===== src/rtl/unswap_pkg.sv =====
// Shared constants, pair type and pointer sizing for the unswap receive path.
package unswap_pkg;

  localparam int UNSWAP_WIDTH = 8;
  localparam int UNSWAP_DEPTH = 4;
  localparam int UNSWAP_CNT_W = 8;

  typedef struct packed {
    logic [UNSWAP_WIDTH-1:0] c;
    logic [UNSWAP_WIDTH-1:0] d;
  } pair_t;

  // Address bits plus one wrap bit, so full and empty can be told apart.
  function automatic int ptr_w(input int depth);
    return $clog2(depth) + 1;
  endfunction

endpackage


===== src/rtl/unswap_rx_pair_fifo.sv =====
// First-word fall-through FIFO of restored pairs; DEPTH must be a power of two >= 2.
module pair_fifo
  import unswap_pkg::*;
#(
  parameter int DW    = 2 * UNSWAP_WIDTH,
  parameter int DEPTH = UNSWAP_DEPTH
) (
  input  logic          clk,
  input  logic          rst,
  input  logic          push,
  input  logic          pop,
  input  logic [DW-1:0] wdata,
  output logic [DW-1:0] rdata,
  output logic          full,
  output logic          empty
);

  localparam int PW = ptr_w(DEPTH);
  localparam int AW = PW - 1;

  logic [DW-1:0] mem [DEPTH];
  logic [PW-1:0] wr_ptr;
  logic [PW-1:0] rd_ptr;

  always_ff @(posedge clk) begin
    if (rst) begin
      wr_ptr <= '0;
      rd_ptr <= '0;
    end else begin
      if (push) wr_ptr <= wr_ptr + 1'b1;
      if (pop)  rd_ptr <= rd_ptr + 1'b1;
    end
  end

  // NOTE: storage is deliberately left out of reset; the pointers alone decide
  // which entries are valid, and an unreset array maps onto plain flops/RAM.
  always_ff @(posedge clk) begin
    if (push) mem[wr_ptr[AW-1:0]] <= wdata;
  end

  assign rdata = mem[rd_ptr[AW-1:0]];
  assign empty = (wr_ptr == rd_ptr);
  assign full  = (wr_ptr[AW-1:0] == rd_ptr[AW-1:0]) && (wr_ptr[AW] != rd_ptr[AW]);

endmodule


===== src/rtl/unswap_rx.sv =====
// Restores swapped pairs (c_out = sw_d, d_out = sw_c) through a small FIFO.
// Define UNSWAP_STICKY_OVF_EN to make ovf hold after the first drop until rst.
module unswap_rx
  import unswap_pkg::*;
#(
  parameter int WIDTH = UNSWAP_WIDTH,
  parameter int DEPTH = UNSWAP_DEPTH,
  parameter int CNT_W = UNSWAP_CNT_W
) (
  input  logic             clk,
  input  logic             rst,
  input  logic             in_valid,
  output logic             in_ready,
  input  logic [WIDTH-1:0] sw_c,
  input  logic [WIDTH-1:0] sw_d,
  output logic             out_valid,
  input  logic             out_ready,
  output logic [WIDTH-1:0] c_out,
  output logic [WIDTH-1:0] d_out,
  output logic [CNT_W-1:0] pair_cnt,
  output logic             ovf
);

  typedef struct packed {
    logic [WIDTH-1:0] c;
    logic [WIDTH-1:0] d;
  } rx_pair_t;

  rx_pair_t wr_pair;
  rx_pair_t rd_pair;
  logic     full;
  logic     empty;
  logic     push;
  logic     pop;
  logic     drop;

  assign wr_pair = '{c: sw_d, d: sw_c};

  // Handshakes depend only on registered pointers, never on in_valid/out_ready.
  assign in_ready  = !full;
  assign out_valid = !empty;
  assign push      = in_valid && in_ready;
  assign pop       = out_valid && out_ready;
  assign drop      = in_valid && !in_ready;

  pair_fifo #(
    .DW    (2 * WIDTH),
    .DEPTH (DEPTH)
  ) u_fifo (
    .clk   (clk),
    .rst   (rst),
    .push  (push),
    .pop   (pop),
    .wdata (wr_pair),
    .rdata (rd_pair),
    .full  (full),
    .empty (empty)
  );

  assign c_out = rd_pair.c;
  assign d_out = rd_pair.d;

  // NOTE: state is updated with non-blocking assignments so every register
  // samples pre-edge values regardless of statement order.
  always_ff @(posedge clk) begin
    if (rst) begin
      pair_cnt <= '0;
      ovf      <= 1'b0;
    end else begin
      if (pop) pair_cnt <= pair_cnt + 1'b1;
`ifdef UNSWAP_STICKY_OVF_EN
      ovf <= ovf || drop;
`else
      ovf <= drop;
`endif
    end
  end

endmodule


===== config.mk =====
export PLATFORM = sky130hd
export DESIGN_NAME = unswap_rx
export DESIGN_NICKNAME = d
export VERILOG_FILES = /design/src/rtl/unswap_pkg.sv /design/src/rtl/unswap_rx_pair_fifo.sv /design/src/rtl/unswap_rx.sv
export SDC_FILE = /design/constraint.sdc
export NUM_CORES = 1
export LEC_CHECK = 0
export CAP_MARGIN = 0
export CORE_ASPECT_RATIO = 0.8
export CORE_MARGIN = 10
export CORE_UTILIZATION = 35
export DETAILED_ROUTE_END_ITERATION = 8
export GPL_ROUTABILITY_DRIVEN = 0
export GPL_TIMING_DRIVEN = 1
export SETUP_SLACK_MARGIN = 0.2
export SLEW_MARGIN = 5
export SYNTH_ARGS = -nofsm -noshare
export SYNTH_HDL_FRONTEND = slang
export SYNTH_HIERARCHICAL = 1
export SYNTH_SLANG_ARGS = --single-unit

===== constraint.sdc =====
create_clock -name clk -period 2.7 [get_ports clk]
set_clock_uncertainty 0.15 [all_clocks]
set_input_delay 0.54 -clock clk [delete_from_list [all_inputs] [get_ports clk]]
set_output_delay 0.54 -clock clk [all_outputs]
set_load 0.01 [all_outputs]

==> results.py, run 1 <==
metrics = {
    "pwr": {
        "seq_power_share": 0.445,
        "switching_share": 0.2251,
        "p_int_uw": 2553,
        "clkPwrFrac": 0.378,
        "power_density_nw_per_um2": 798.1,
        "p_sw_uw": 741.6,
        "p_comb_frac": 0.177,
        "leakage_uw": 0.001461,
        "peakVddDrop_mv": 0.2930,
    },
    "drt": {
        "wl_per_cell_um": 17.10,
        "via_per_inst": 4.791,
        "routed_wl_mm": 5.900,
        "route.detailed.drc": 0,
        "firstDrtPassIters": 4,
        "via_count": 1653,
        "dr.first_iter.drc_count": 75,
        "ant_nets": 0,
    },
    "clock_tree": {
        "cts_max_level": 3,
        "tritoncts": "built",
        "clk_latency_ns": 0.33,
        "cts-root-buf": "clkbuf_16",
        "cts-hold-fix-buffers": 0,
        "clk_path_buf_depth": 2,
        "path_clk_slew_ns": 0.06,
        "clock_sinks": 81,
        "cts_buffers": 9,
    },
    "yosys": {
        "synth-edff-count": 64,
        "postSynthNetCount": 196,
        "synth_area_leaders": "edfxtp_1 61%, dfxtp_1 11%, mux4_2 7.2%",
        "async_flop_share": 0,
        "synth_area_leader_cell": "edfxtp_1",
        "synth_top_area_frac": 0.6105,
        "netlist_instances": 170,
        "ys_ff_latch": 81,
        "synth_area_um2": 3148,
        "ys_seq_area_frac": 0.7186,
        "ys_warn_count": 6,
        "synth.distinct_cells": 31,
        "synth_flop_cell": "edfxtp_1",
        "avgSynthCellArea_um2": 18.52,
    },
    "grt": {
        "grt_pass1_vias": 1813,
        "grt_usage": 0.09449,
        "grt-ovfl-total": 0,
        "grt_pass1_wl_mm": 9.818,
        "antenna_found_initial": 0,
        "grt_max_degree": 17,
    },
    "final_layout": {
        "layout_commonest_cell": "edfxtp_1",
        "multi_input_area_um2": 842.1,
        "final_cell_mix": "64 x edfxtp_1, 30 x clkdlybuf4s50_1, 16 x dfxtp_1",
        "drive_above_1_share": 0.1760,
        "area_delta_synth_final_pct": 31.12,
        "antenna_cells": 0,
        "fin_cells": 345,
        "stdcell_area_um2": 4128,
        "fillers": 745,
        "nets": 255,
        "regArea_um2": 2263,
    },
    "floorplanning": {
        "ios": 47,
        "die_h_um": 104.8,
        "die_width_um": 126.0,
        "start_util": 0.3646,
        "row_count": 30,
        "core_um2": 8633,
        "dieArea_um2": 13210,
    },
    "min_path": {
        "hold_class": "reg -> reg",
    },
    "place": {
        "pre_cts_ws_ns": 0.3951,
        "dp_cells": 330,
        "hpwl_mm": 3.819,
        "dpl_cell_area_um2": 3760,
        "portBuffers": 46,
    },
    "timing": {
        "finalMaxSlewViolations": 0,
        "fmax_mhz": 401.9,
        "tns_ns": 0,
        "tightestPinTransition_ns": 0.6464,
        "min_period_over_period": 0.9216,
        "finalSetupViolCount": 0,
        "rsz0062_at_grt": "yes",
        "post-route-min-period_ns": 2.488,
        "relSlewSlack": 0.5677,
        "finalHoldViolCount": 0,
        "setup_ws_ns": 0.2118,
    },
    "worst_setup_path": {
        "worst_ep_required_time_ns": 2.01,
        "critPathKind": "reg -> out",
        "path_max_fanout": 6,
        "crit_chain": "buf_4, mux4_1, dlygate4sd2_1",
        "critPathSlowestCell": "mux4_1",
        "crit_buf_inv": 2,
        "cp.arrival_ns": 1.80,
        "crit_path_start_kind": "register",
        "crit_family": "multiplexers",
        "max_stage_delay_ns": 0.59,
        "critPathCaptureType": "primary output",
    },
    "run": {
        "cap_violations": 0,
    },
    "outcome": {
        "status": "completed",
    },
}
## timing repair
| item | 4_1_cts | 5_1_grt |
|---|---|---|
| setup endpoints to repair | 17 | 13 |
| resized for setup | 8 | 18 |
| setup buffers | 0 | 0 |
## routing by layer
metal	wire [µm]	global-route usage	vias to the layer above
met2	2996	0.1525	29
met1	2563	0.1116	836
met5	0	0	-
met4	81	0.03409	0
li1	-	-	780
met3	258	0.03737	8
## sequential cells by signal, summed over array words and instances, names as in the netlist, named ones only
name	cells
u_fifo/mem	64
u_fifo/wr_ptr	3
pair_cnt	8
u_fifo/rd_ptr	3
ovf	1
## Yosys cell counts (3+ instances only)
| cell type | count |
|---|---|
| mux4_2 | 10 |
| mux2i_1 | 3 |
| edfxtp_1 | 64 |
| xnor2_1 | 5 |
| nor2_1 | 9 |
| dfxtp_1 | 17 |
| or3_1 | 3 |
| o21ai_0 | 3 |
| mux4_1 | 6 |
| nand3b_1 | 3 |
| and2_1 | 4 |
| ha_1 | 6 |
| a21oi_1 | 7 |
| inv_1 | 5 |
## power by group through the flow
stage	clock (µW)	combinational [µW]	sequential [µW]
finish	1250	583	1460
CTS	1280	595	1460
floorplan	0	341	1480
detailed placement	0	600	1480
global route	1340	639	1470
global placement	0	596	1480
## final cells by class
type                       count  area share
multi-input combinational     77      0.2040
tap                          112     0.03395
sequential                    81      0.5483
inverter                       6    0.005456
clock inverter                 6     0.02031
clock buffer                   9     0.05456
timing repair buffer          54      0.1334
## worst min-delay path: cells and delay by family, from the launching register on
| family | cells | cell delay (ns) |
|---|---|---|
| flip-flops | 1 | 0.32 |
| AO/OA/AOI/OAI | 2 | 0.11 |
## path summary, 6_finish.rpt
check / from / end / slack, ns / depth (start not counted)
max: register / c_out[5] / 0.21 / 3
min: pair_cnt[7] / pair_cnt[7] / 0.34 / 2
max reg2reg: u_fifo/wr_ptr[1] / u_fifo/mem[2][14] / 0.77 / 5
min reg2reg: pair_cnt[7] / pair_cnt[7] / 0.34 / 2
## cell families (layout without fill, tap and decap cells)
group,count (synthesis),after routing,synth area share
multiplexers,19,19,0.1312
flip-flops,81,81,0.7186
XOR/XNOR,7,7,0.01948
AO/OA/AOI/OAI,14,14,0.02702
AND/OR/NAND/NOR,31,31,0.05723
adder cells (fa/ha/maj),6,6,0.02385
buffers and inverters,12,75,0.02266
## stage by stage
step / total power (µW) / hold WS (ns) / util
6_report: 3294 / 0.3357 / 0.4781
4_1_cts: 3330 / 0.3367 / 0.4714
3_3_place_gp: 2077 / 0.3177 / 0.4355
5_1_grt: 3452 / 0.3588 / 0.4781
2_1_floorplan: 1818 / 0.3459 / -
3_5_place_dp: 2083 / 0.3250 / 0.4355
Note: power is estimated with default switching activity, not from simulation.
==> run 2: changes to the inputs <==
--- a/config.mk
+++ b/config.mk
@@ -5,6 +5,7 @@
 export SDC_FILE = /design/constraint.sdc
 export NUM_CORES = 1
 export LEC_CHECK = 0
+export ABC_CLOCK_PERIOD_IN_PS = 2700
 export CAP_MARGIN = 0
 export CORE_ASPECT_RATIO = 0.8
 export CORE_MARGIN = 10
@@ -12,6 +13,7 @@
 export DETAILED_ROUTE_END_ITERATION = 8
 export GPL_ROUTABILITY_DRIVEN = 0
 export GPL_TIMING_DRIVEN = 1
+export MAX_ROUTING_LAYER = met4
 export SETUP_SLACK_MARGIN = 0.2
 export SLEW_MARGIN = 5
 export SYNTH_ARGS = -nofsm -noshare
==> run 2 against run 1 <==
Utilization stayed put. Total power about the same. Combinational power is essentially flat.
==> results.py, run 2 (synthesis results as in run 1) <==
metrics = {
    "outcome": {
        "status": "completed",
    },
    "final_layout": {
        "final_cell_mix": "64 x edfxtp_1, 30 x clkdlybuf4s50_1, 16 x dfxtp_1",
        "stdcell_area_um2": 4128,
        "nets": 255,
        "drive_above_1_share": 0.1760,
        "largest_reg_flops": 64,
        "regArea_um2": 2263,
        "antenna_cells": 0,
        "layout_commonest_cell": "edfxtp_1",
        "fillers": 745,
        "area_delta_synth_final_pct": 31.12,
        "post-route-util": 0.4781,
        "multi_input_area_um2": 842.1,
    },
    "drt": {
        "ant_nets": 0,
        "via_per_inst": 4.797,
        "route.detailed.drc": 0,
        "firstDrtPassIters": 4,
        "via_count": 1655,
        "routed_wl_mm": 5.908,
        "wl_per_cell_um": 17.12,
        "dr.first_iter.drc_count": 75,
    },
    "worst_setup_path": {
        "r2r.worst_path.cells": 5,
        "cp.arrival_ns": 1.80,
        "crit_path_start_kind": "register",
        "critPathCaptureType": "primary output",
        "r2r_slack_ns": 0.77,
        "max_stage_delay_ns": 0.59,
        "path_max_fanout": 6,
        "crit_chain": "buf_4, mux4_1, dlygate4sd2_1",
        "worst_ep_required_time_ns": 2.01,
        "critPathSlowestCell": "mux4_1",
        "critPathKind": "reg -> out",
    },
    "floorplanning": {
        "row_count": 30,
        "dieArea_um2": 13210,
        "die_h_um": 104.8,
        "start_util": 0.3646,
        "core_um2": 8633,
        "die_width_um": 126.0,
        "ios": 47,
    },
    "clock_tree": {
        "cts_buffers": 9,
        "cts_max_level": 3,
        "clk_path_buf_depth": 2,
        "clock_sinks": 81,
        "cts-hold-fix-buffers": 0,
        "tritoncts": "built",
        "cts-root-buf": "clkbuf_16",
        "path_clk_slew_ns": 0.06,
        "clk_latency_ns": 0.33,
    },
    "pwr": {
        "power_density_nw_per_um2": 798.1,
        "leakage_uw": 0.001461,
        "p_total_uw": 3295,
        "peakVddDrop_mv": 0.2932,
    },
    "run": {
        "cap_violations": 0,
    },
    "grt": {
        "antenna_found_initial": 0,
        "grt_max_degree": 17,
        "grt_pass1_vias": 1812,
        "grt_pass1_wl_mm": 9.818,
        "grt-ovfl-total": 0,
        "grt_usage": 0.09729,
    },
    "timing": {
        "finalMaxSlewViolations": 0,
        "finalHoldViolCount": 0,
        "tightestPinTransition_ns": 0.6460,
        "finalSetupViolCount": 0,
        "post-route-min-period_ns": 2.488,
        "min_period_over_period": 0.9216,
        "rsz0062_at_grt": "yes",
        "tns_ns": 0,
        "relSlewSlack": 0.5680,
        "fmax_mhz": 401.9,
    },
    "place": {
        "dpl_cell_area_um2": 3760,
        "portBuffers": 46,
        "hpwl_mm": 3.819,
    },
    "min_path": {
        "hold_class": "reg -> reg",
        "holdPathStages": 2,
    },
}
run 2: through the flow:
step	std cells	worst slack (ns)	hold slack, ns
after detailed placement	330	0.3951	0.3250
after global placement	330	0.3983	0.3177
final	345	0.2117	0.3357
after CTS	345	0.08826	0.3367
after global routing	345	0.1407	0.3588
after floorplan	170	0.6771	0.3459
run 2: layer usage:
layer	vias up	wire length (µm)	GRT usage
met3	9	223	0.03434
li1	780	-	-
met5	-	0	-
met2	29	2995	0.1525
met1	837	2609	0.1134
met4	0	80	0.03409
run 2: worst max-delay path, delay by kind of cell, from the launching register on:
kind	cells	cell delay [ns]
multiplexers	1	0.59
buffers and inverters	2	0.51
flip-flops	1	0.38
run 2: power by group:
group          internal [µW]  switching [µW]
sequential              1420            42.0
clock                    798             448
combinational            332             252
total                   2550             742
run 2: repair_timing:
item / CTS / global route
setup endpoints to repair: 17 / 13
setup buffers: 0 / 0
resized for setup: 8 / 18
pin swaps: 0 / 0
run 2: layout make-up:
| type | instances | area share |
|---|---|---|
| flip-flops and latches | 81 | 0.5483 |
| multi-input cells | 77 | 0.2040 |
| repair buffers | 54 | 0.1334 |
| clock buffers | 9 | 0.05456 |
| well taps | 112 | 0.03395 |
| clock inverters | 6 | 0.02031 |
| inverters | 6 | 0.005456 |
run 2: worst paths after layout:
kind / start / end
setup reg to reg: u_fifo/wr_ptr[1] / u_fifo/mem[2][14]
hold / removal: pair_cnt[7] / pair_cnt[7]
setup / recovery: register / c_out[5]
hold reg to reg: pair_cnt[7] / pair_cnt[7]
==> run 3: changes to the inputs <==
==> constraint.sdc (replaced) <==
create_clock -name clk -period 2.7 [get_ports clk]
set_clock_uncertainty 0.15 [all_clocks]
set_input_delay 0.54 -clock clk [delete_from_list [all_inputs] [get_ports clk]]
set_output_delay 0.54 -clock clk [all_outputs]
set_load 0.05 [all_outputs]
==> run 3 against run 2 <==
Non-clock buffer count decreased by 1. Final area fell by 1.6%. Hold slack better by 0.017 ns. Setup slack gained 0.099 ns. Sequential share of layout area up 0.85 points. Wire length fell by 2.4%. Maximum frequency up 4.1%. Highest routed layer unchanged. Utilization shrank 0.75 points.
==> results.py, run 3 (synthesis results as in run 1) <==
metrics = {
    "drt": {
        "route.detailed.drc": 0,
        "routed_wl_mm": 5.766,
        "ant_nets": 0,
        "dr.first_iter.drc_count": 68,
        "via_count": 1632,
        "wl_per_cell_um": 16.71,
        "via_per_inst": 4.730,
        "firstDrtPassIters": 4,
    },
    "worst_setup_path": {
        "critPathKind": "reg -> out",
        "critPathSlowestCell": "dlygate4sd2_1",
        "r2r_slack_ns": 0.74,
        "critPathCaptureType": "primary output",
        "crit_family": "buffers and inverters",
        "worst_ep_required_time_ns": 2.01,
        "crit_chain": "xor2_1, nor3_1, inv_1, dlygate4sd2_1",
        "path_max_fanout": 5,
        "max_stage_delay_ns": 0.52,
        "cp.arrival_ns": 1.70,
        "r2r-start": "u_fifo/wr_ptr[0]",
        "regToRegEndpoint": "u_fifo/mem[3][0]",
        "crit_path_start_kind": "register",
        "r2r.worst_path.cells": 5,
        "crit_buf_inv": 2,
    },
    "floorplanning": {
        "die_h_um": 104.8,
        "start_util": 0.3646,
        "dieArea_um2": 13210,
        "row_count": 30,
        "ios": 47,
        "core_um2": 8633,
        "die_width_um": 126.0,
    },
    "final_layout": {
        "final_cell_mix": "64 x edfxtp_1, 28 x clkdlybuf4s50_1, 22 x buf_4",
        "drive_above_1_share": 0.2232,
        "layout_commonest_cell": "edfxtp_1",
        "largest_reg_flops": 64,
        "stdcell_area_um2": 4063,
        "antenna_cells": 0,
        "nets": 254,
        "area_delta_synth_final_pct": 29.05,
    },
    "timing": {
        "finalSetupViolCount": 0,
        "post-route-min-period_ns": 2.389,
        "setup_ws_ns": 0.3108,
        "min_period_over_period": 0.8849,
        "finalHoldViolCount": 0,
        "tightestPinTransition_ns": 0.6224,
        "rsz0062_at_grt": "yes",
        "finalMaxSlewViolations": 0,
        "relSlewSlack": 0.5838,
        "fmax_mhz": 418.5,
        "tns_ns": 0,
    },
    "min_path": {
        "hold_class": "reg -> reg",
        "hold_start": "pair_cnt[7]",
        "hold_end": "pair_cnt[7]",
        "holdPathStages": 2,
    },
    "pwr": {
        "leakage_uw": 0.001386,
        "power_density_nw_per_um2": 892.7,
        "peakVddDrop_mv": 0.4114,
    },
    "clock_tree": {
        "cts_setup_buffers": 0,
        "cts_max_level": 3,
        "clk_latency_ns": 0.32,
        "cts-root-buf": "clkbuf_16",
        "clk_path_buf_depth": 2,
        "clock_sinks": 81,
        "tritoncts": "built",
        "path_clk_slew_ns": 0.06,
        "cts_buffers": 9,
    },
    "grt": {
        "grt_pass1_vias": 1693,
        "grt_usage": 0.09059,
        "antenna_found_initial": 0,
        "grt-ovfl-total": 0,
        "grt_max_degree": 17,
        "grt_pass1_wl_mm": 9.018,
    },
    "place": {
        "hpwl_mm": 3.809,
        "pre_cts_ws_ns": 0.2552,
        "dpl_cell_area_um2": 3712,
        "portBuffers": 46,
    },
    "outcome": {
        "status": "completed",
    },
    "run": {
        "cap_violations": 0,
    },
}
==> run 3: worst reg2reg max path: stages, from the launching register on <==
cell and delay (ns):
dfxtp_1 0.44, xor2_1 0.25, nor3_1 0.11, nor2b_1 0.25
and2_1 0.17, buf_4 0.27
==> run 3: per-stage QoR <==
| stage | cells | util | power (µW) | hold slack (ns) |
|---|---|---|---|---|
| 2_1_floorplan | 170 | - | 2077 | 0.3738 |
| 3_3_place_gp | 329 | 0.4300 | 2303 | 0.3154 |
| 3_5_place_dp | 329 | 0.4300 | 2307 | 0.3318 |
| 4_1_cts | 345 | 0.4696 | 3675 | 0.3396 |
| 5_1_grt | 345 | 0.4706 | 3774 | 0.3743 |
| 6_report | 345 | 0.4706 | 3627 | 0.3522 |
==> run 3: routing by layer <==
layer,share of wire,GRT usage,vias up
met4,0.015,0.03896,0
met1,0.47,0.1068,813
li1,-,-,785
met2,0.48,0.1396,28
met3,0.034,0.02879,6
met5,0,-,-
==> run 3: worst max-delay path by stage <==
stage                          start                to  slack (ns)  cells after the start
finish              u_fifo/wr_ptr[0]          in_ready        0.31                      4
floorplan           u_fifo/wr_ptr[0]  u_fifo/mem[1][0]        0.68                      5
global route        u_fifo/wr_ptr[0]          in_ready        0.20                      4
global placement    u_fifo/wr_ptr[0]         out_valid        0.26                      4
CTS                 u_fifo/wr_ptr[0]         out_valid        0.17                      4
detailed placement  u_fifo/wr_ptr[0]         out_valid        0.26                      4
==> run 3: what timing repair did <==
item                                    4_1_cts  5_1_grt
gates cloned                                  0        0
endpoints found under the setup margin        2        3
hold buffers                                  0        0
resized for setup                             2        2
==> run 3: cell type report <==
type / instances / area (µm²)
Fill cell: 748 / 4571
Sequential cell: 81 / 2262
Multi-Input combinational cell: 77 / 819.5
Timing Repair Buffer: 53 / 474.2
Clock buffer: 10 / 229.0
Tap cell: 112 / 140.1
Clock inverter: 6 / 115.1
Inverter: 6 / 22.52
==> run 3: where the power goes <==
| part | internal [µW] | switching, µW | leakage, µW |
|---|---|---|---|
| Clock | 908 | 454 | 0.000163 |
| Combinational | 306 | 505 | 0.000497 |
| Sequential | 1420 | 32.6 | 0.000726 |
